==> config.mk <==
export PLATFORM = sky130hd
export DESIGN_NAME = pwm_ramp_sequencer_flat
export DESIGN_NICKNAME = d
export VERILOG_FILES = /design/src/rtl/pwm_ramp_sequencer_pkg.sv /design/src/rtl/pwm_ramp_sequencer_if.sv /design/src/rtl/pwm_ramp_sequencer_period_tracker.sv /design/src/rtl/pwm_ramp_sequencer.sv /design/src/flat_wrapper.sv
export SDC_FILE = /design/constraint.sdc
export NUM_CORES = 1
export LEC_CHECK = 0
export BUFFER_PORTS_ARGS = -buffer_cell sky130_fd_sc_hd__buf_2
export CORE_ASPECT_RATIO = 1.75
export CORE_MARGIN = 5
export CORE_UTILIZATION = 45
export DETAILED_ROUTE_END_ITERATION = 16
export PLACE_DENSITY_LB_ADDON = 0.08
export SYNTH_ARGS = -nofsm -noshare
export SYNTH_HDL_FRONTEND = slang
export SYNTH_HIERARCHICAL = 1
export SYNTH_SLANG_ARGS = --single-unit
==> constraint.sdc <==
create_clock -name Clk_In -period 8.3 [get_ports Clk_In]
set_input_delay 1.245 -clock Clk_In [delete_from_list [all_inputs] [get_ports Clk_In]]
set_output_delay 1.245 -clock Clk_In [all_outputs]
set_load 0.05 [all_outputs]
==> src/rtl/pwm_ramp_sequencer_pkg.sv <==
// Shared types and saturating arithmetic for the PWM ramp sequencer slice.
package pwm_seq_pkg;

  localparam int W_DEFAULT = 32;

  typedef enum logic [2:0] {
    IDLE        = 3'd0,
    RAMP_UP     = 3'd1,
    RAMP_DOWN_T = 3'd2,
    HOLD        = 3'd3,
    STOPPING    = 3'd4
  } seq_state_t;

  typedef logic [W_DEFAULT-1:0] val_t;

  // min(a + b, lim), summed one bit wider so a large step can never wrap
  function automatic val_t satAddMin(input val_t a, input val_t b, input val_t lim);
    logic [W_DEFAULT:0] sum;
    sum = {1'b0, a} + {1'b0, b};
    return (sum > {1'b0, lim}) ? lim : sum[W_DEFAULT-1:0];
  endfunction

  function automatic val_t satSubMax(input val_t a, input val_t b, input val_t lim);
    return ((a < b) || ((a - b) < lim)) ? lim : (a - b);
  endfunction

  function automatic val_t minVal(input val_t a, input val_t b);
    return (a < b) ? a : b;
  endfunction

endpackage

==> src/rtl/pwm_ramp_sequencer_if.sv <==
// Ramp command channel: valid/ready handshake carrying period, target and step.
interface pwm_ramp_sequencer_if #(parameter int W = pwm_seq_pkg::W_DEFAULT);

  logic         Cmd_Valid_In;
  logic         Cmd_Ready_Out;
  logic [W-1:0] Cmd_Period_In;
  logic [W-1:0] Cmd_Target_In;
  logic [W-1:0] Cmd_Step_In;

  modport master (
    output Cmd_Valid_In, Cmd_Period_In, Cmd_Target_In, Cmd_Step_In,
    input  Cmd_Ready_Out
  );

  modport slave (
    input  Cmd_Valid_In, Cmd_Period_In, Cmd_Target_In, Cmd_Step_In,
    output Cmd_Ready_Out
  );

endinterface

==> src/rtl/pwm_ramp_sequencer_period_tracker.sv <==
// Mirrors the generator's period counter so duty changes land exactly on period boundaries.
module pwm_period_tracker
  import pwm_seq_pkg::*;
#(
  parameter int W = W_DEFAULT
) (
  input  logic         Clk_In,
  input  logic         Reset_In,
  input  logic         Enable_In,
  input  logic [W-1:0] Period_In,
  output logic         Boundary_Out
);

  logic [W-1:0] r_cnt;

  // Counts 0..Period inclusive, so one period spans Period+1 clocks
  always_ff @(posedge Clk_In or posedge Reset_In) begin
    if (Reset_In) begin
      r_cnt <= '0;
    end else if (!Enable_In || (r_cnt == Period_In)) begin
      r_cnt <= '0;
    end else begin
      r_cnt <= r_cnt + W'(1);
    end
  end

  assign Boundary_Out = Enable_In && (r_cnt == Period_In);

endmodule

==> src/rtl/pwm_ramp_sequencer.sv <==
// Soft-start / soft-stop front end for one PWM channel: accepts ramp commands and
// walks the duty toward the target one step per PWM period.
module pwm_ramp_sequencer
  import pwm_seq_pkg::*;
#(
  parameter int W = W_DEFAULT
) (
  input  logic                 Clk_In,
  input  logic                 Reset_In,
  pwm_ramp_sequencer_if.slave  cmdIf,
  input  logic                 Stop_In,
  output logic                 PWM_Enable_Out,
  output logic [W-1:0]         PWM_Period_Out,
  output logic [W-1:0]         PWM_Duty_Out,
  output logic                 Busy_Out,
  output logic                 At_Target_Out,
  output logic                 Done_Out,
  output logic                 Err_Out
);

  seq_state_t   r_state, w_nextState;
  logic [W-1:0] r_duty, r_period, r_target, r_step;
  logic [W-1:0] w_nextDuty, w_nextPeriod, w_nextTarget, w_nextStep;
  logic         r_enable, r_done, r_err;
  logic         w_nextEnable, w_nextDone, w_nextErr;
  logic         w_boundary, w_ready, w_accept, w_stopDone;
  logic [W-1:0] w_clampT, w_rampUp, w_rampDown;

  pwm_period_tracker #(.W(W)) u_tracker (
    .Clk_In       (Clk_In),
    .Reset_In     (Reset_In),
    .Enable_In    (r_enable),
    .Period_In    (r_period),
    .Boundary_Out (w_boundary)
  );

  // A zero step means jump straight to the target on the next boundary
  assign w_clampT   = minVal(cmdIf.Cmd_Target_In, cmdIf.Cmd_Period_In);
  assign w_rampUp   = (r_step == '0) ? r_target : satAddMin(r_duty, r_step, r_target);
  assign w_rampDown = (r_step == '0) ? r_target : satSubMax(r_duty, r_step, r_target);
  assign w_stopDone = (r_duty <= r_step) || (r_step == '0);
  assign w_accept   = cmdIf.Cmd_Valid_In && w_ready;

  always_ff @(posedge Clk_In or posedge Reset_In) begin
    if (Reset_In) begin
      r_state <= IDLE;
    end else begin
      r_state <= w_nextState;
    end
  end

  always_comb begin
    w_nextState  = r_state;
    w_nextDuty   = r_duty;
    w_nextPeriod = r_period;
    w_nextTarget = r_target;
    w_nextStep   = r_step;
    w_nextEnable = r_enable;
    w_nextDone   = 1'b0;
    w_nextErr    = 1'b0;
    case (r_state)
      IDLE: begin
        if (w_accept) begin
          if (cmdIf.Cmd_Period_In == '0) begin
            w_nextErr = 1'b1;
          end else begin
            w_nextPeriod = cmdIf.Cmd_Period_In;
            w_nextDuty   = '0;
            w_nextEnable = 1'b1;
            w_nextTarget = w_clampT;
            w_nextStep   = cmdIf.Cmd_Step_In;
            w_nextState  = RAMP_UP;
          end
        end
      end
      RAMP_UP: begin
        if (Stop_In) begin
          w_nextState = STOPPING;
        end else if (w_boundary) begin
          w_nextDuty = w_rampUp;
          if (w_rampUp == r_target) w_nextState = HOLD;
        end
      end
      RAMP_DOWN_T: begin
        if (Stop_In) begin
          w_nextState = STOPPING;
        end else if (w_boundary) begin
          w_nextDuty = w_rampDown;
          if (w_rampDown == r_target) w_nextState = HOLD;
        end
      end
      HOLD: begin
        // The period may only change by passing through IDLE
        if (Stop_In) begin
          w_nextState = STOPPING;
        end else if (w_accept) begin
          if (cmdIf.Cmd_Period_In != r_period) begin
            w_nextErr = 1'b1;
          end else begin
            w_nextTarget = w_clampT;
            w_nextStep   = cmdIf.Cmd_Step_In;
            if (w_clampT > r_duty) begin
              w_nextState = RAMP_UP;
            end else if (w_clampT < r_duty) begin
              w_nextState = RAMP_DOWN_T;
            end
          end
        end
      end
      STOPPING: begin
        if (w_boundary) begin
          if (w_stopDone) begin
            w_nextDuty   = '0;
            w_nextEnable = 1'b0;
            w_nextDone   = 1'b1;
            w_nextState  = IDLE;
          end else begin
            w_nextDuty = r_duty - r_step;
          end
        end
      end
      default: w_nextState = IDLE;
    endcase
  end

  always_ff @(posedge Clk_In or posedge Reset_In) begin
    if (Reset_In) begin
      r_duty   <= '0;
      r_period <= '0;
      r_target <= '0;
      r_step   <= '0;
      r_enable <= 1'b0;
      r_done   <= 1'b0;
      r_err    <= 1'b0;
    end else begin
      r_duty   <= w_nextDuty;
      r_period <= w_nextPeriod;
      r_target <= w_nextTarget;
      r_step   <= w_nextStep;
      r_enable <= w_nextEnable;
      r_done   <= w_nextDone;
      r_err    <= w_nextErr;
    end
  end

  // Ready is deliberately independent of Valid; a pending stop blocks new commands
  always_comb begin
    w_ready       = ((r_state == IDLE) || (r_state == HOLD)) && !Stop_In;
    Busy_Out      = (r_state != IDLE);
    At_Target_Out = (r_state == HOLD);
  end

  assign cmdIf.Cmd_Ready_Out = w_ready;
  assign PWM_Enable_Out      = r_enable;
  assign PWM_Period_Out      = r_period;
  assign PWM_Duty_Out        = r_duty;
  assign Done_Out            = r_done;
  assign Err_Out             = r_err;

endmodule

==> src/flat_wrapper.sv <==
// flat-port wrapper written by rule: the top's interface ports become plain ports
module pwm_ramp_sequencer_flat import pwm_seq_pkg::*;
#(
  parameter int W = W_DEFAULT
)
  (Clk_In, Reset_In, Stop_In, PWM_Enable_Out, PWM_Period_Out, PWM_Duty_Out, Busy_Out, At_Target_Out, Done_Out, Err_Out, cmdIf_Cmd_Valid_In, cmdIf_Cmd_Period_In, cmdIf_Cmd_Target_In, cmdIf_Cmd_Step_In, cmdIf_Cmd_Ready_Out);
  pwm_ramp_sequencer_if #(.W(W)) cmdIf_i ();
  input  logic Clk_In;
  input  logic Reset_In;
  input  logic Stop_In;
  output logic PWM_Enable_Out;
  output logic [W-1:0] PWM_Period_Out;
  output logic [W-1:0] PWM_Duty_Out;
  output logic Busy_Out;
  output logic At_Target_Out;
  output logic Done_Out;
  output logic Err_Out;
  input wire logic [$bits(cmdIf_i.Cmd_Valid_In)-1:0] cmdIf_Cmd_Valid_In;
  input wire logic [$bits(cmdIf_i.Cmd_Period_In)-1:0] cmdIf_Cmd_Period_In;
  input wire logic [$bits(cmdIf_i.Cmd_Target_In)-1:0] cmdIf_Cmd_Target_In;
  input wire logic [$bits(cmdIf_i.Cmd_Step_In)-1:0] cmdIf_Cmd_Step_In;
  output wire logic [$bits(cmdIf_i.Cmd_Ready_Out)-1:0] cmdIf_Cmd_Ready_Out;
  assign cmdIf_i.Cmd_Valid_In = cmdIf_Cmd_Valid_In;
  assign cmdIf_i.Cmd_Period_In = cmdIf_Cmd_Period_In;
  assign cmdIf_i.Cmd_Target_In = cmdIf_Cmd_Target_In;
  assign cmdIf_i.Cmd_Step_In = cmdIf_Cmd_Step_In;
  assign cmdIf_Cmd_Ready_Out = cmdIf_i.Cmd_Ready_Out;
  pwm_ramp_sequencer #(.W(W)) u_core (.Clk_In(Clk_In), .Reset_In(Reset_In), .cmdIf(cmdIf_i), .Stop_In(Stop_In), .PWM_Enable_Out(PWM_Enable_Out), .PWM_Period_Out(PWM_Period_Out), .PWM_Duty_Out(PWM_Duty_Out), .Busy_Out(Busy_Out), .At_Target_Out(At_Target_Out), .Done_Out(Done_Out), .Err_Out(Err_Out));
endmodule
# [After elaboration in Yosys (flattened, before gate mapping)]
# Index checks and enable logic that the tools add are counted.
[op_classes] n_reduce_logical=21 add_sub_neg=3 eq_ne=26 mux=57 magnitude_cmp=7 bitwise=1
[ops] cell="$mux 32" count=24
[ops] cell="$lt 32x32->1" count=4
[ops] cell="$pmux 32 s2" count=2
[ops] cell="$pmux 32 s4" count=1
[ops] cell="$eq 32x32->1" count=3
[ops] cell="$logic_not 32->1" count=2
[ops] cell="$mux 3" count=15
[ops] cell="$add 32x32->33" count=1
[ops] cell="$gt 33x32->1" count=1
[ops] cell="$add 32x1->32 const B" count=1
[ops] cell="$gt 32x32->1" count=1
[ops] cell="$le 32x32->1" count=1
[ops] cell="$ne 32x32->1" count=1
[ops] cell="$sub 32x32->32" count=1
[ops] cell="$ne 2x2->1 const B" count=8
[ops] cell="$pmux 3 s5" count=1
[ops] cell="$mux 1" count=12
[ops] cell="$reduce_and 11->1" count=1
[ops] cell="$ne 3x2->1 const B" count=3
[ops] cell="$ne 3x3->1 const B" count=3
[ops] cell="$reduce_and 8->1" count=1
[ops] cell="$eq 3x2->1 const B" count=2
[ops] cell="$ne 2x1->1 const B" count=3
[ops] cell="$reduce_and 6->1" count=1
[ops] cell="other kinds (14)" count=22
[totals] wordCells=124 input_bits=100 regBits=166 output_inout_bits=70

# [Longest topological paths before layout]
[logic_depth] word_depth=10 ltp_mapped=25 ltp_nobuf=24

# [By module]
# Netlist, hierarchy kept.
[modules_own_cells] module="pwm_ramp_sequencer" n_inst=1 area_each_um2=15534.9 seq_area_each_um2=3353.2 cells_each=1964
[modules_own_cells] module="pwm_period_tracker" n_inst=1 area_each_um2=2163.3 seq_area_each_um2=800.8 cells_each=227

# [Worst setup path after synthesis]
# Ideal clock, no wire load.
[synth_timing] path_kind="input -> register" from="in cmdIf_Cmd_Period_In[1]" to="reg u_core.r_state[0]" path_slack_ns=2.358 setup_ns=0.092 cell_stages=24 arrival_time_ns=5.851 required_ns=8.208 path_buffers=1 cell_sequence="inv_1 -> ha_1 -> a21o_1 -> a21o_1 -> a21o_1 -> a21o_1 -> a21o_1 -> a2111oi_0 -> o41ai_1 -> a21oi_1 -> buf_2 -> mux2_2 -> ha_1 -> a21o_1 -> a21o_1 -> a21oi_1 -> nor2_1 -> or3_1 -> nor3_1 -> o41a_1 -> and2_1 -> nand4_1 -> and2_1 -> o31ai_2"
[synth_via] elab_chain_cells=8 word_cells_on_any_way=15 classes_between="order compare (3); eq/ne (4); mux (6); reduce/logical (2)"
[synth_lines] item="start, declared" line_no="flat_wrapper.sv:19" rtl="input wire logic [$bits(cmdIf_i.Cmd_Period_In)-1:0] cmdIf_Cmd_Period_In;"
[synth_lines] item="$lt 32x32->1 *" line_no="pwm_ramp_sequencer_pkg.sv:28" rtl="return (a < b) ? a : b;"
[synth_lines] item="$mux 32 *" line_no="pwm_ramp_sequencer_pkg.sv:28"
[synth_lines] item="via u_core.w_clampT[9]" line_no="pwm_ramp_sequencer.sv:27" rtl="logic [W-1:0] w_clampT, w_rampUp, w_rampDown;"
[synth_lines] item="$gt 32x32->1" line_no="pwm_ramp_sequencer.sv:102" rtl="if (w_clampT > r_duty) begin"
[synth_lines] item="$mux 3" line_no="pwm_ramp_sequencer.sv:102"
[synth_lines] item="$mux 3" line_no="pwm_ramp_sequencer.sv:97" rtl="if (cmdIf.Cmd_Period_In != r_period) begin"
[synth_lines] item="$mux 3" line_no="pwm_ramp_sequencer.sv:96" rtl="end else if (w_accept) begin"
[synth_lines] item="$mux 3" line_no="pwm_ramp_sequencer.sv:94" rtl="if (Stop_In) begin"
[synth_lines] item="$pmux 3 s5" line_no="pwm_ramp_sequencer.sv:61" rtl="case (r_state)"
[synth_lines] item="end signal, assigned" line_no="pwm_ramp_sequencer.sv:48" rtl="r_state <= w_nextState;"
[synth_lines] item="end, declared" line_no="pwm_ramp_sequencer.sv:21" rtl="seq_state_t r_state, w_nextState;"
# Mark *: on every way through the listed nets, which the timed path passes. The rest lies on a longest branch. The select of a mux whose other input is x is not followed.
# A chain may end at the register's enable or synchronous reset.

# [Worst setup path after layout]
# Same ends and word-level chain as after synthesis.

==> results.tsv <==
metric	value	unit
outcome	completed	
cts_sinks	166	
antenna_found_initial	1	
cts-htree-levels	4	
seqPwrFrac	21.1	%
cts_buffer_depth	2	
die_area	43600	um2
nNetsFinal	2598	
place_area	19100	um2
cts_inserted_buffers	17	
cts_tree	built	
grt_max_degree	97	
async_reset_ff_share	100	%
cp_max_fo	17	
cap_violations	0	
period_needed	6.90	ns
grt_pass1_wl	111000	um
routed_wl	74900	um
area_delta_synth_final	11.0	%
path_class	in2reg	
tightest_slew	1.20	ns
hold_class	reg2reg	
first_pass_iters	8	
holdBufCountCts	0	
yosys.area.top_type	dfrtp_1	
dr_wl_met2	37000	um
cellPowerDensity	359	nW/um2
core	39000	um2
dr_total_vias	17969	
worstHoldStart	u_core/r_target[7]	
clockPowerShare	11.9	%
start_kind	primary input	
syn_area	17700	um2
dp.cells	2776	
design_area	19700	um2
switching_power	3.89	mW
synth.top_cells.by_area	dfrtp_1, ha_1, xnor2_1	
crit_arrival	7.25	ns
synth_seq_area_share	23.5	%
peakVddDrop	151	uV
ios	170	
rr_startpoint	u_core/PWM_Duty_Out[5]	
first_global_vias	18012	
drive_above_1_share	15.5	%
die_w	160	um
layout_common_cells	nand2_1, ha_1, o21ai_0	
ys_types	89	
switching_share	55.1	%
finalNonFillerCells	2809	
grt-ovfl-total	0	
rows	96	
wl_per_cell	26.7	um
drc	0	
cts_resized	0	
setup_tns	0	ns
skew	0.0182	ns
layout_commonest_cell	nand2_1	
dp.final_hpwl	60500	um
yosys.area.top_type_share	23.5	%
drt_iter0_markers	1709	
synth_flop_cell	dfrtp_1	
rsz0062_at_grt	false	
wl_met1	27000	um
critPathCaptureType	register	
top_layer_used	met4	
initial_utilization	45.3	%
synth_nets	2484	
clock_latency	0.46	ns
yosysWarnings	6	
intPower	3.16	mW
cts_setup_buffers	0	
syn_inst	2191	
die_h	272	um
timing.fmax	0.145	GHz
cp-startpoint	cmdIf_Cmd_Period_In[1]	
postSynthAreaPerCell	8.08	um2
required	8.64	ns
grt_use_total	33.5	%
synth_edf_count	0	
ant_nets	0	
setup_viol	0	
final_hold_viol_count	0	
root_buffer	clkbuf_16	
max_slew_margin	18.9	%
port-buffer-count	169	
share_comb_of_total_power	66.9	%
met3WireLength	3580	um
leakagePower	8.74	nW
fin_crit_sh	83.2	%
clk_pin_slew	0.08	ns
gp_congestion	1.02	
slew_violations	0	
vias_per_cell	6.40	
synth_seq_cells	166	
[power by group through the flow]
| stage | Combinational (mW) | Sequential [mW] | Clock [mW] |
|---|---|---|---|
| 2_1_floorplan | 2.99 | 1.58 | 0 |
| 3_3_place_gp | 4.59 | 1.50 | 0 |
| 3_5_place_dp | 4.62 | 1.50 | 0 |
| 4_1_cts | 4.64 | 1.48 | 0.864 |
| 5_1_grt | 5.07 | 1.53 | 0.894 |
| 6_report | 4.72 | 1.49 | 0.841 |
[Yosys cell counts, drive strengths merged (6+ instances only)]
| cell type | number |
|---|---|
| a2111oi | 11 |
| a211oi | 29 |
| a21o | 53 |
| a21oi | 122 |
| a221oi | 31 |
| a222oi | 25 |
| a31oi | 15 |
| and2 | 12 |
| and3 | 12 |
| and4 | 6 |
| buf | 36 |
| clkbuf | 71 |
| dfrtp | 166 |
| ha | 191 |
| inv | 179 |
| mux2 | 70 |
| mux2i | 10 |
| nand2 | 204 |
| nand2b | 11 |
| nand3 | 38 |
| nand4 | 68 |
| nor2 | 128 |
| nor2b | 26 |
| nor3 | 38 |
| nor4 | 53 |
| o2111ai | 7 |
| o211ai | 27 |
| o21a | 10 |
| o21ai | 188 |
| o21bai | 11 |
| o311ai | 9 |
| o31ai | 23 |
| or2 | 16 |
| or3 | 25 |
| or4 | 17 |
| xnor2 | 125 |
| xor2 | 54 |
[kinds of logic after synthesis]
group           synth area share [%]
buf+inv                         6.30
fa+ha+maj                       13.7
mux                             5.02
xor+xnor                        9.24
flops                           23.5
simple gates                    18.8
compound gates                  23.4
[final timing paths]
kind	end	slack, ns	cells after the start
setup / recovery	u_core/r_state[0]	1.40	23
setup reg to reg	u_core/PWM_Duty_Out[31]	1.54	19
hold / removal	u_core/r_target[7]	0.52	1
min in group asynchronous	u_core/u_tracker/r_cnt[3]	0.91	3
hold reg to reg	u_core/r_target[7]	0.52	1
max in group asynchronous	u_core/PWM_Period_Out[22]	6.03	3
[metal layers]
layer | global-route usage [%] | vias up
met3 | 3.91 | 270
met1 | 35.7 | 8648
met5 | 0 | -
li1 | - | 8268
met2 | 58.9 | 783
met4 | 27.7 | 0
[per-stage QoR]
step                utilization (%)  setup slack (ns)  hold WS (ns)  total power, mW
CTS                            50.3              1.43         0.523             6.99
global route                   50.3              1.14         0.550             7.49
finish                         50.3              1.40         0.521             7.05
floorplan                         -              2.36         0.481             4.57
global placement               48.8             0.847         0.493             6.09
detailed placement             48.8             0.949         0.497             6.11
[registers in the layout, summed over array words and instances, names as in the netlist]
signal                  cells
u_core/r_step              32
u_core/PWM_Duty_Out        32
u_core/r_target            32
u_core/PWM_Enable_Out       1
u_core/r_state              3
u_core/u_tracker/r_cnt     32
u_core/PWM_Period_Out      32
u_core/Err_Out              1
u_core/Done_Out             1
[layout make-up]
class                      instances  area [um2]
clock buffer                      18         439
tap                              490         613
antenna                            1        2.50
fill                            3853       19400
clock inverter                    14         156
sequential                       166        4150
inverter                         181         684
multi-input combinational       1737       12500
timing repair buffer             202        1110
[worst max-delay path: stages]
cell,delay (ns)
buf_2,0.12
inv_1,0.06
ha_1,0.29
a21o_1,0.16
a21o_1,0.17
a21o_1,0.17
a21o_1,0.18
a21o_1,0.21
a2111oi_0,0.40
o41ai_1,0.20
a21oi_4,0.50
buf_4,0.37
mux2_2,0.39
ha_1,0.31
nand4_1,0.13
or3_1,0.49
nor4_1,0.65
nand4_1,0.20
o41a_1,0.45
and2_1,0.17
o31ai_1,0.12
and2_1,0.21
o31ai_2,0.07
Note: power is estimated with default switching activity, not from simulation.
